`src/rtl/bus_arbiter.sv`:
```
// bus_arbiter: shares the 65C02 bus between the CPU and NUM_REQ secondary masters by halting (RDY),
// tri-stating (BE) and then granting one requester. Define BUS_ARBITER_ROUND_ROBIN_EN for round-robin selection.
module bus_arbiter #(
  parameter int NUM_REQ    = 2,
  parameter int TURNAROUND = 1,
  parameter int MAX_HOLD   = 256
) (
  input  logic               clock,
  input  logic               reset,
  input  logic [NUM_REQ-1:0] req,
  output logic [NUM_REQ-1:0] grant,
  input  logic               mlock,
  output logic               busen,
  output logic               ready,
  output logic               cpu_owns,
  output logic [1:0]         owner,
  output logic               timeout
);

  typedef enum logic [2:0] {
    S_IDLE    = 3'd0,
    S_HALT    = 3'd1,
    S_BUS_OFF = 3'd2,
    S_GRANTED = 3'd3,
    S_RELEASE = 3'd4,
    S_RESUME  = 3'd5
  } state_e;

  localparam int              HW        = $clog2(MAX_HOLD) + 1;
  localparam logic [2:0]      CNT_LAST  = 3'(TURNAROUND - 1);
  localparam logic [HW-1:0]   HOLD_LAST = HW'(MAX_HOLD - 1);

  state_e             state_q;
  logic [2:0]         cnt_q;
  logic [HW-1:0]      hold_q;
  logic [NUM_REQ-1:0] excl_q;
  logic [NUM_REQ-1:0] grant_q;
  logic               busen_q;
  logic               ready_q;
  logic               owns_q;
  logic               timeout_q;
  logic [1:0]         owner_q;

  logic [NUM_REQ-1:0] cand_s;
  logic               win_found_s;
  logic [1:0]         win_idx_s;
  logic               cnt_last_s;
  logic               owner_req_s;

  // Returns {found, index} of the lowest set bit.
  function automatic logic [2:0] first_set(input logic [NUM_REQ-1:0] v);
    logic [NUM_REQ-1:0] s;
    logic [2:0]         r;
    s = v;
    r = 3'b000;
    for (int i = 0; i < NUM_REQ; i++) begin
      if (!r[2] && s[0]) begin
        r = {1'b1, 2'(i)};
      end
      s = s >> 1;
    end
    return r;
  endfunction

  assign cnt_last_s  = (cnt_q == CNT_LAST);
  assign owner_req_s = |(req & grant_q);
  // A timed-out master only sits out the selection made at the end of RELEASE.
  assign cand_s      = (state_q == S_RELEASE) ? (req & ~excl_q) : req;

`ifdef BUS_ARBITER_ROUND_ROBIN_EN
  logic [1:0]           rr_q;
  logic [2*NUM_REQ-1:0] dbl_s;
  logic [2:0]           rot_s;
  logic [2:0]           sum_s;

  // Rotate the candidates so the search starts just past the last owner.
  always_comb begin
    dbl_s       = {cand_s, cand_s} >> ({1'b0, rr_q} + 3'd1);
    rot_s       = first_set(dbl_s[NUM_REQ-1:0]);
    sum_s       = {1'b0, rr_q} + 3'd1 + {1'b0, rot_s[1:0]};
    win_found_s = rot_s[2];
    if (sum_s >= 3'(NUM_REQ)) begin
      win_idx_s = 2'(sum_s - 3'(NUM_REQ));
    end else begin
      win_idx_s = sum_s[1:0];
    end
  end
`else
  logic [2:0] pick_s;

  always_comb begin
    pick_s      = first_set(cand_s);
    win_found_s = pick_s[2];
    win_idx_s   = pick_s[1:0];
  end
`endif

  always_ff @(posedge clock) begin
    if (reset) begin
      state_q   <= S_IDLE;
      cnt_q     <= 3'd0;
      hold_q    <= '0;
      excl_q    <= '0;
      grant_q   <= '0;
      busen_q   <= 1'b1;
      ready_q   <= 1'b1;
      owns_q    <= 1'b1;
      owner_q   <= 2'd0;
      timeout_q <= 1'b0;
`ifdef BUS_ARBITER_ROUND_ROBIN_EN
      rr_q      <= 2'd0;
`endif
    end else begin
      timeout_q <= 1'b0;
      case (state_q)
        S_IDLE: begin
          cnt_q  <= 3'd0;
          excl_q <= '0;
          // mlock low means an RMW is in flight; the CPU must not be stopped mid-sequence.
          if ((|req) && mlock) begin
            state_q <= S_HALT;
            ready_q <= 1'b0;
            owns_q  <= 1'b0;
          end
        end
        S_HALT: begin
          if (cnt_last_s) begin
            state_q <= S_BUS_OFF;
            busen_q <= 1'b0;
            cnt_q   <= 3'd0;
          end else begin
            cnt_q <= cnt_q + 3'd1;
          end
        end
        S_BUS_OFF, S_RELEASE: begin
          if (cnt_last_s) begin
            cnt_q <= 3'd0;
            if (win_found_s) begin
              state_q <= S_GRANTED;
              grant_q <= NUM_REQ'(1'b1) << win_idx_s;
              owner_q <= win_idx_s;
              hold_q  <= '0;
              excl_q  <= '0;
`ifdef BUS_ARBITER_ROUND_ROBIN_EN
              rr_q    <= win_idx_s;
`endif
            end else begin
              state_q <= S_RESUME;
              busen_q <= 1'b1;
            end
          end else begin
            cnt_q <= cnt_q + 3'd1;
          end
        end
        S_GRANTED: begin
          if (hold_q != {HW{1'b1}}) begin
            hold_q <= hold_q + HW'(1'b1);
          end
          if (!owner_req_s) begin
            state_q <= S_RELEASE;
            grant_q <= '0;
          end else if ((MAX_HOLD != 0) && (hold_q == HOLD_LAST)) begin
            state_q   <= S_RELEASE;
            grant_q   <= '0;
            timeout_q <= 1'b1;
            excl_q    <= grant_q;
          end
        end
        S_RESUME: begin
          if (cnt_last_s) begin
            state_q <= S_IDLE;
            ready_q <= 1'b1;
            owns_q  <= 1'b1;
            cnt_q   <= 3'd0;
          end else begin
            cnt_q <= cnt_q + 3'd1;
          end
        end
        default: begin
          state_q <= S_IDLE;
          cnt_q   <= 3'd0;
          grant_q <= '0;
          busen_q <= 1'b1;
          ready_q <= 1'b1;
          owns_q  <= 1'b1;
        end
      endcase
    end
  end

  assign grant    = grant_q;
  assign busen    = busen_q;
  assign ready    = ready_q;
  assign cpu_owns = owns_q;
  assign owner    = owner_q;
  assign timeout  = timeout_q;

endmodule
```
`config.mk`:
```
export PLATFORM = sky130hd
export DESIGN_NAME = bus_arbiter
export DESIGN_NICKNAME = d
export VERILOG_FILES = /design/src/rtl/bus_arbiter.sv
export SDC_FILE = /design/constraint.sdc
export NUM_CORES = 1
export LEC_CHECK = 0
export CORE_MARGIN = 4
export CORE_UTILIZATION = 30
export CTS_BUF_LIST = sky130_fd_sc_hd__clkbuf_4 sky130_fd_sc_hd__clkbuf_8
export DETAILED_ROUTE_END_ITERATION = 6
export PLACE_DENSITY = 0.45
export SLEW_MARGIN = 20
export SYNTH_ARGS = -nofsm -noshare
export SYNTH_HDL_FRONTEND = slang
export SYNTH_SLANG_ARGS = --single-unit
```
`constraint.sdc`:
```
create_clock -name clock -period 2.9 [get_ports clock]
set_clock_uncertainty 0.1 [all_clocks]
set_input_delay 0.725 -clock clock [delete_from_list [all_inputs] [get_ports clock]]
set_output_delay 0.725 -clock clock [all_outputs]
set_load 0.01 [all_outputs]
```
Yosys cells after proc, flatten, opt, wreduce, memory -nomap -nowiden

Cells that the tools add are included.

Add/subtract/negate cells: 2
Multiply operators: 0
Div/mod/pow operators: 0
$lt $le $gt $ge: 0
Equal/unequal tests: 17
Shift operators: 1
Muxes and demuxes: 35
Bitwise logic cells: 8
Reduce and logical (&&, ||, !) cells: 22

Operators with widths:

| kind                                                                   | number |
|---|---|
| 3-bit two-way mux                                                      | 10 |
| 9-bit two-way mux                                                      | 3 |
| 2-bit two-way mux                                                      | 9 |
| 2-bit inequality test (second input constant)                          | 9 |
| 9-bit case mux with 2 select lines                                     | 1 |
| 3-bit case mux with 5 select lines                                     | 1 |
| 2-bit case mux with 3 select lines                                     | 2 |
| 4-bit AND reduction                                                    | 3 |
| 5-bit AND reduction                                                    | 2 |
| 9-bit by 1-bit adder with 9-bit output (second input constant)         | 1 |
| 9-bit by 8-bit equality test with 1-bit output (second input constant) | 1 |
| 9-bit inequality test (second input constant)                          | 1 |
| 3-bit OR reduction                                                     | 3 |
| 4-bit OR reduction                                                     | 2 |
| 3-bit by 2-bit equality test with 1-bit output (second input constant) | 2 |
| 3-bit equality test (second input constant)                            | 2 |
| 3-bit zero test                                                        | 2 |
| 1-bit two-way mux                                                      | 6 |
| 1-bit case mux with 3 select lines                                     | 2 |
| 3-bit case mux with 2 select lines                                     | 1 |
| 3-bit AND reduction                                                    | 2 |
| 2-bit OR reduction                                                     | 3 |
| 1-bit inverter                                                         | 5 |
| 2-bit bitwise AND                                                      | 2 |
| 9 further kinds                                                        | 10 |

Register bits after elaboration: 24
Bits in latches: 0
Bits in writable memories: 0
Bits in read-only memories: 0
Bits of input ports: 5
Output and inout port bits: 8
Word-level logic and storage cells: 94
Memories: 0

Logic depth before layout (Yosys ltp)

Gate-level depths: netlist of run 1.

Depth in word-level cells: 11
Mapped depth: 9
Gate-level depth less buffers: 8

Worst setup path after synthesis of run 1

Ideal clock, no wire load.

Path kind: register -> register
Start point: reg hold_q[0]
End point: reg hold_q[1]
Setup time: 72 ps
Arrival time: 1897 ps
Path slack: 831 ps
Stages on the path, launching flop included: 9
Path buffers: 1
Clock period less this slack: 2069 ps
Cell sequence: dfxtp_1 -> ha_1 -> nand3_1 -> nor3_1 -> ha_1 -> nand4bb_1 -> clkbuf_1 -> o21a_2 -> mux2i_1

Longest elaborated chain between the ends: 3
Elaborated cells between the ends (all ways): 6
Those cells by class: add/sub: 1; eq/ne: 2; mux: 2; reduce/logical: 1

Ends and longest elaborated chain:

| what                                                                            | RTL line | text |
|---|---|---|
| start, declared                                                                 | 35       | `logic [HW-1:0] hold_q;` |
| start signal, assigned                                                          | 157      | `hold_q <= hold_q + HW'(1'b1);` |
| 9-bit by 1-bit adder with 9-bit output or 9-bit inequality test (tied branches) | 157, 156 |  |
| 9-bit two-way mux or 2-bit inequality test (tied branches)                      | -        |  |
| 9-bit case mux with 2 select lines or 4-bit AND reduction (tied branches)       | -        |  |

Several ways; a longest one is shown, not always the timed one. The select of a mux whose other input is x is not followed.
A chain may end at the register's enable or synchronous reset.

Worst setup path after layout of run 1

Start point: reg hold_q[0]
End point: reg hold_q[6]

The elaborated chain is that of the path after synthesis.

==> results of run 1 <==
[power by group]
group	leakage [nW]	switching, mW	internal, mW
Clock	0.0255	0.112	0.0960
Sequential	0.186	0.0310	0.331
Combinational	0.333	0.0975	0.0857
[state kept, by name, summed over array words and instances, names as in the netlist]
register / count
busen: 1
grant: 2
cnt_q: 3
cpu_owns: 1
timeout: 1
excl_q: 2
owner: 1
hold_q: 9
state_q: 3
[layer usage]
metal  track usage, %  part of all wire [%]  vias up
met1             15.8                    46      671
met2             22.3                    50       27
met3             2.75                   3.4        2
met5                0                     0        -
li1                 -                     -      670
met4             2.62                  0.51        0
[cells by family after synthesis]
group,Yosys count,synth area share (%)
xor+xnor,2,1.19
flops,23,31.3
mux,3,2.13
simple gates,68,25.6
fa+ha+maj,5,4.25
compound gates,55,28.1
buf+inv,20,7.14
other cells,1,0.255
[area by class of cell]
cell class	count	area [um^2]	area share, %
Clock inverter	1	5.00	0.302
Tap cell	67	83.8	5.06
Multi-Input combinational cell	134	906	54.7
Timing Repair Buffer	14	133	8.01
Inverter	7	26.3	1.59
Clock buffer	3	41.3	2.49
Sequential cell	23	460	27.8
[Yosys cell counts, types with 2 or more instances]
cell | number | share of area, %
inv_1 | 6 | 1.5
a21oi_1 | 11 | 3.7
nor2_1 | 10 | 2.6
nor3_1 | 10 | 3.4
nand4_1 | 3 | 1.3
a22oi_1 | 2 | 1.0
nand2_1 | 12 | 3.1
ha_1 | 5 | 4.3
o21ai_0 | 8 | 2.7
o22ai_1 | 2 | 0.85
o211ai_1 | 4 | 2.0
dfxtp_1 | 23 | 31
nor3b_1 | 2 | 1.0
a31o_1 | 2 | 1.2
o221ai_1 | 2 | 1.2
o21a_1 | 2 | 1.0
and3_1 | 2 | 0.85
buf_6 | 2 | 1.5
nor2b_1 | 6 | 2.6
a311oi_1 | 2 | 1.2
mux2i_1 | 2 | 1.4
buf_2 | 3 | 1.0
a31oi_1 | 3 | 1.3
nand3_1 | 7 | 2.4
nand4bb_1 | 2 | 1.5
a211oi_1 | 2 | 1.0
nand2b_1 | 4 | 1.7
clkbuf_1 | 4 | 1.0
buf_4 | 3 | 1.5
or3_1 | 5 | 2.1
[tightest hold or removal path, delay by kind of cell, from the launching register on]
family,cells,cell delay (ps)
flip-flops,1,340
AND/OR/NAND/NOR,1,70
multiplexers,1,60
[worst max-delay path by stage]
stage	startpoint	end	slack (ps)
after floorplan	hold_q[0]	hold_q[1]	830
after global placement	req[1]	grant[1]	460
after detailed placement	req[1]	excl_q[0]	440
after CTS	hold_q[0]	hold_q[6]	420
after global routing	hold_q[0]	hold_q[6]	260
final	hold_q[0]	hold_q[6]	420
[stage by stage]
| stage | utilization (%) | setup slack (ps) | hold WS (ps) | area (um^2) |
|---|---|---|---|---|
| 2_1_floorplan | - | 831 | 355 | 1470 |
| 3_3_place_gp | 34.1 | 465 | 367 | 1610 |
| 3_5_place_dp | 34.1 | 444 | 391 | 1610 |
| 4_1_cts | 35.0 | 425 | 404 | 1660 |
| 5_1_grt | 35.0 | 259 | 421 | 1660 |
| 6_report | 35.0 | 419 | 401 | 1660 |
==> key figures, run 1 <==
Detailed routing
  – Detailed-route via count: between 1k and 1.5k
  – 1st-iter DRT viols: 84
  – Drt drc: 0
  – First-pass DRT Iterations: 4
  – Routed vias/inst: 5.50
  – Overall routed net length: 3540 um
  – Avg WL per Cell: 14.2 um
  – Antenna-violating nets left: 0

Worst setup path
  – CP max stage delay: 480 ps
  – Reg2reg start: hold_q[0]
  – Crit Path Category: flop to flop
  – R2R setup slack: 420 ps
  – RR Endpoint: hold_q[6]
  – Top cell by count, worst path: ha_1
  – CP max-delay cell: nand4bb_1
  – Critical-path cell list: ha_1 > nand3_1 > nor3_1 > ha_1 > nand4bb_1 > or3_1 > o311ai_1
  – CP Max Fanout: 12
  – R2r worst-path depth: 7
  – CP required: 2960 ps
  – CP endpoint kind: flop
  – CP startpoint kind: flop
  – WP data arrival: between 2000 and 3000 ps
  – Levels on crit path: 7
  – WP buf/inv: 0
  – Cell family with the largest share of critical-path delay: simple AND/OR/NAND/NOR gates

Clock network
  – Total CTS buffers: 3
  – Post CTS Setup Buffer Count: 0
  – Skew-Pair Late Insertion Delay: roughly 270 ps
  – Clock slew at reported path FFs: ~90 ps
  – # hold bufs at CTS: 0
  – Resize count post-CTS: 0
  – Clock Tree Root: clkbuf_8
  – CTS tree: built
  – H-tree levels: 1
  – Clock buffer depth: 2
  – CTS Sinks: 23

Layout
  – Nets: 193
  – Layout Cells excl Fill: approximately 250
  – Most common cell after layout, fill and taps aside: dfxtp_1
  – Share of cells above drive strength 1: 8.24%
  – Antenna cells: 0
  – Filler cells: 500
  – Area grow syn2layout: 12.5%
  – Most frequent cells in the layout: dfxtp_1, nand2_1, a21oi_1, clkdlybuf4s50_1

Place
  – Port Buffers: 11
  – RD Place Congestion: 0.809
  – Dpl hpwl: 2590 um
  – Placed cell count: 245

Timing
  – Fin crit period: 2480 ps
  – Least-Margin Pin Slew: 769 ps
  – Final worst-path cycle share: 85.5%
  – Fin. max-slew vios: 0
  – Fin Setup TNS: 0 ps
  – Slew headroom: 48.7%
  – Setup violators final: 0
  – FMAX: 403 MHz
  – RSZ-0062 raised after global routing: no
  – Final hold viol count: 0

Worst hold path
  – Min-Delay Endpoint: hold_q[1]
  – Hold WC Path Type: flop to flop
  – Hold depth: 2
  – Min-delay src: hold_q[1]

GRT
  – Vias in the first global route: around 1.3k
  – Grt ovf: 0
  – Largest net degree at the start of global routing: 23
  – First-pass GRT wire length: 6280 um
  – Initial antenna violation count: 0
  – All-layer global routing usage: 12.6%

Synth
  – Sequential fraction of the synthesis area: 31.3%
  – Ys flop type: dfxtp_1
  – Post-synth cell types: 56
  – Asr flop ratio synth: 0%
  – Post-Syn Nets: 187
  – Synth warn: 0
  – Register bit total from synthesis: 23
  – Post-Syn Instances: between 150 and 200
  – Synthesized area: 0.00147 mm^2
  – EDFF count, synth: 0
  – Syn avg cell area: around 8.3 um^2

Floorplanning
  – Io pins: 13
  – Die Ht: 78.0 um
  – DIE WIDTH: 78.0 um
  – Row count: 25
  – Area of the core: 0.00472 mm^2
  – Starting Density: 31.2%
  – DIE AREA: 0.00609 mm^2

Outcome
  – Status: completed

Power
  – Total power: 0.754 mW
  – Peak VDD IR: approximately 0.22 mV
  – Pleak: 0.544 nW
  – Power Dens Cells: 455 mW/mm^2

Flow run
  – Max Cap Viol: 0
(Power assumes the default switching activity.)
==> run 2: changes to the inputs <==
--- a/config.mk
+++ b/config.mk
@@ -5,11 +5,10 @@
 export SDC_FILE = /design/constraint.sdc
 export NUM_CORES = 1
 export LEC_CHECK = 0
-export CORE_MARGIN = 4
+export CORE_MARGIN = 10
 export CORE_UTILIZATION = 30
 export CTS_BUF_LIST = sky130_fd_sc_hd__clkbuf_4 sky130_fd_sc_hd__clkbuf_8
 export DETAILED_ROUTE_END_ITERATION = 6
-export PLACE_DENSITY = 0.45
 export SLEW_MARGIN = 20
 export SYNTH_ARGS = -nofsm -noshare
 export SYNTH_HDL_FRONTEND = slang
==> key figures, run 2 (synthesized netlist as in run 1, its figures left out) <==
Outcome
  – Status: completed

Floorplanning
  – Area of the core: 0.00472 mm^2 (unchanged)
  – Io pins: 13 (unchanged)
  – Die Ht: 90.0 um (+15%)
  – Row count: 25 (unchanged)
  – Starting Density: 31.2% (unchanged)
  – DIE AREA: 0.00811 mm^2 (+33%)
  – DIE WIDTH: 90.0 um (+15%)

Layout
  – Top Registers: hold_q x9, cnt_q x3, state_q x3
  – Core Util, Final: 35.0% (unchanged)
  – Most frequent cells in the layout: dfxtp_1, nand2_1, a21oi_1, clkdlybuf4s50_1
  – Area grow syn2layout: 12.5% (unchanged)
  – Filler cells: 502 (+0.40%)
  – Reg with most FFs: hold_q
  – Layout Cells excl Fill: 249 (unchanged)
  – Share of cells above drive strength 1: 8.24% (unchanged)
  – Antenna cells: 0 (unchanged)
  – Nets: 193 (unchanged)
  – Most common cell after layout, fill and taps aside: dfxtp_1
  – Number of flip-flops in the largest register: 9 (unchanged)

Place
  – Placed cell count: 245 (unchanged)
  – Pre-CTS setup slack: 478 ps (+34.6 ps)
  – Port Buffers: 11 (unchanged)
  – Dpl hpwl: 2340 um (-9.3%)
  – RD Place Congestion: 0.818 (+1.1%)

Clock network
  – Resize count post-CTS: 0 (unchanged)
  – Skew-Pair Late Insertion Delay: 270 ps (about the same)
  – CTS tree: built
  – CTS Sinks: 23 (unchanged)
  – Post CTS Setup Buffer Count: 0 (unchanged)
  – Clock slew at reported path FFs: 90 ps (about the same)
  – # hold bufs at CTS: 0 (unchanged)
  – Clock buffer depth: 2 (unchanged)
  – Clock Tree Root: clkbuf_8
  – Total CTS buffers: 3 (unchanged)
  – H-tree levels: 1 (unchanged)

GRT
  – Initial antenna violation count: 0 (unchanged)
  – Largest net degree at the start of global routing: 23 (unchanged)
  – First-pass GRT wire length: 5680 um (-9.6%)
  – Vias in the first global route: 1,224 (-7.4%)
  – Grt ovf: 0 (unchanged)
  – All-layer global routing usage: 8.06% (-4.6 points)

Detailed routing
  – 1st-iter DRT viols: 85 (+1.2%)
  – First-pass DRT Iterations: 4 (unchanged)
  – Drt drc: 0 (unchanged)
  – Met3 WL: 116 um (-4.1%)
  – Avg WL per Cell: 13.8 um (-3.0%)
  – Overall routed net length: 3430 um (-3.0%)
  – Antenna-violating nets left: 0 (unchanged)
  – Detail Route met2 WL: 1620 um (-9.3%)
  – M1 WL: 1670 um (+3.2%)
  – Top sig layer: met4
  – Routed vias/inst: 5.25 (-4.6%)
  – Detailed-route via count: 1,307 (-4.6%)

Timing
  – Final hold viol count: 0 (unchanged)
  – FMAX: 409 MHz (+1.4%)
  – Fin. max-slew vios: 0 (unchanged)
  – Fin Setup TNS: 0 ps (unchanged)
  – Least-Margin Pin Slew: 692 ps (-77.7 ps)
  – Fin crit period: 2450 ps (-34.2 ps)
  – Setup ws final: 453 ps (+34.2 ps)
  – Setup violators final: 0 (unchanged)
  – Slew headroom: 53.8% (+5.2 points)
  – Final worst-path cycle share: 84.4% (-1.2 points)
  – RSZ-0062 raised after global routing: no

Worst setup path
  – Crit Path Category: flop to flop
  – Reg2reg start: hold_q[0]
  – R2R setup slack: 450 ps (+30 ps)
  – WP data arrival: 2520 ps (-20 ps)
  – CP endpoint kind: flop
  – R2r worst-path depth: 8 (+1)
  – CP required: 2970 ps (about the same)
  – CP Max Fanout: 12 (unchanged)
  – CP startpoint kind: flop
  – RR Endpoint: hold_q[7]

Power
  – Peak VDD IR: 0.156 mV (-28%)
  – Power Dens Cells: 456 mW/mm^2 (+0.11%)
  – Pleak: 0.545 nW (about the same)

Worst hold path
  – Min-delay src: hold_q[1]
  – Hold WC Path Type: flop to flop
  – Hold depth: 2 (unchanged)
  – Min-Delay Endpoint: hold_q[1]

Flow run
  – Max Cap Viol: 0 (unchanged)
==> run 2: cell counts in the layout (fill, tap and decap cells not counted) <==
Identical to the previous run, type by type.
==> run 2: per-layer routing <==
layer,global-route usage [%],vias to the layer above
met4,2.92,0
met3,2.33,5
met2,12.8,19
met5,0,-
met1,10.0,613
li1,-,670
==> run 2: worst max-delay path by stage <==
stage | startpoint | cells after the start | to
floorplan | hold_q[0] | 8 | hold_q[1]
global placement | req[1] | 5 | state_q[0]
detailed placement | hold_q[0] | 8 | hold_q[7]
CTS | hold_q[0] | 8 | hold_q[7]
global route | hold_q[0] | 8 | hold_q[7]
finish | hold_q[0] | 8 | hold_q[7]
==> run 2: final cells by class <==
class,count,area [um^2],area share (%)
Clock buffer,3,41.3,2.49
Sequential cell,23,460,27.8
Tap cell,67,83.8,5.06
Clock inverter,1,5.00,0.302
Multi-Input combinational cell,134,906,54.7
Timing Repair Buffer,14,133,8.01
Inverter,7,26.3,1.59
==> run 2: stage by stage <==
stage	area [um^2]	power [mW]	hold slack, ps
after floorplan	1470	0.500	355
after global placement	1610	0.553	371
after detailed placement	1610	0.552	375
after CTS	1660	0.765	388
after global routing	1660	0.797	431
final	1660	0.755	385
==> run 2: where the power goes <==
group          leakage [nW]  switching (mW)  total, mW  internal (mW)
Sequential            0.186          0.0343      0.366          0.331
Combinational         0.333          0.0934      0.179         0.0851
Clock                0.0255           0.114      0.210         0.0962
==> run 2: worst max-delay path, cell delays in order (launching register included) <==
cell       delay (ps)
dfxtp_1           380
ha_1              180
nand3_1           160
nor3_1            340
ha_1              250
nand4bb_1         390
nor3_1             80
mux2_2            270
a31o_1            180
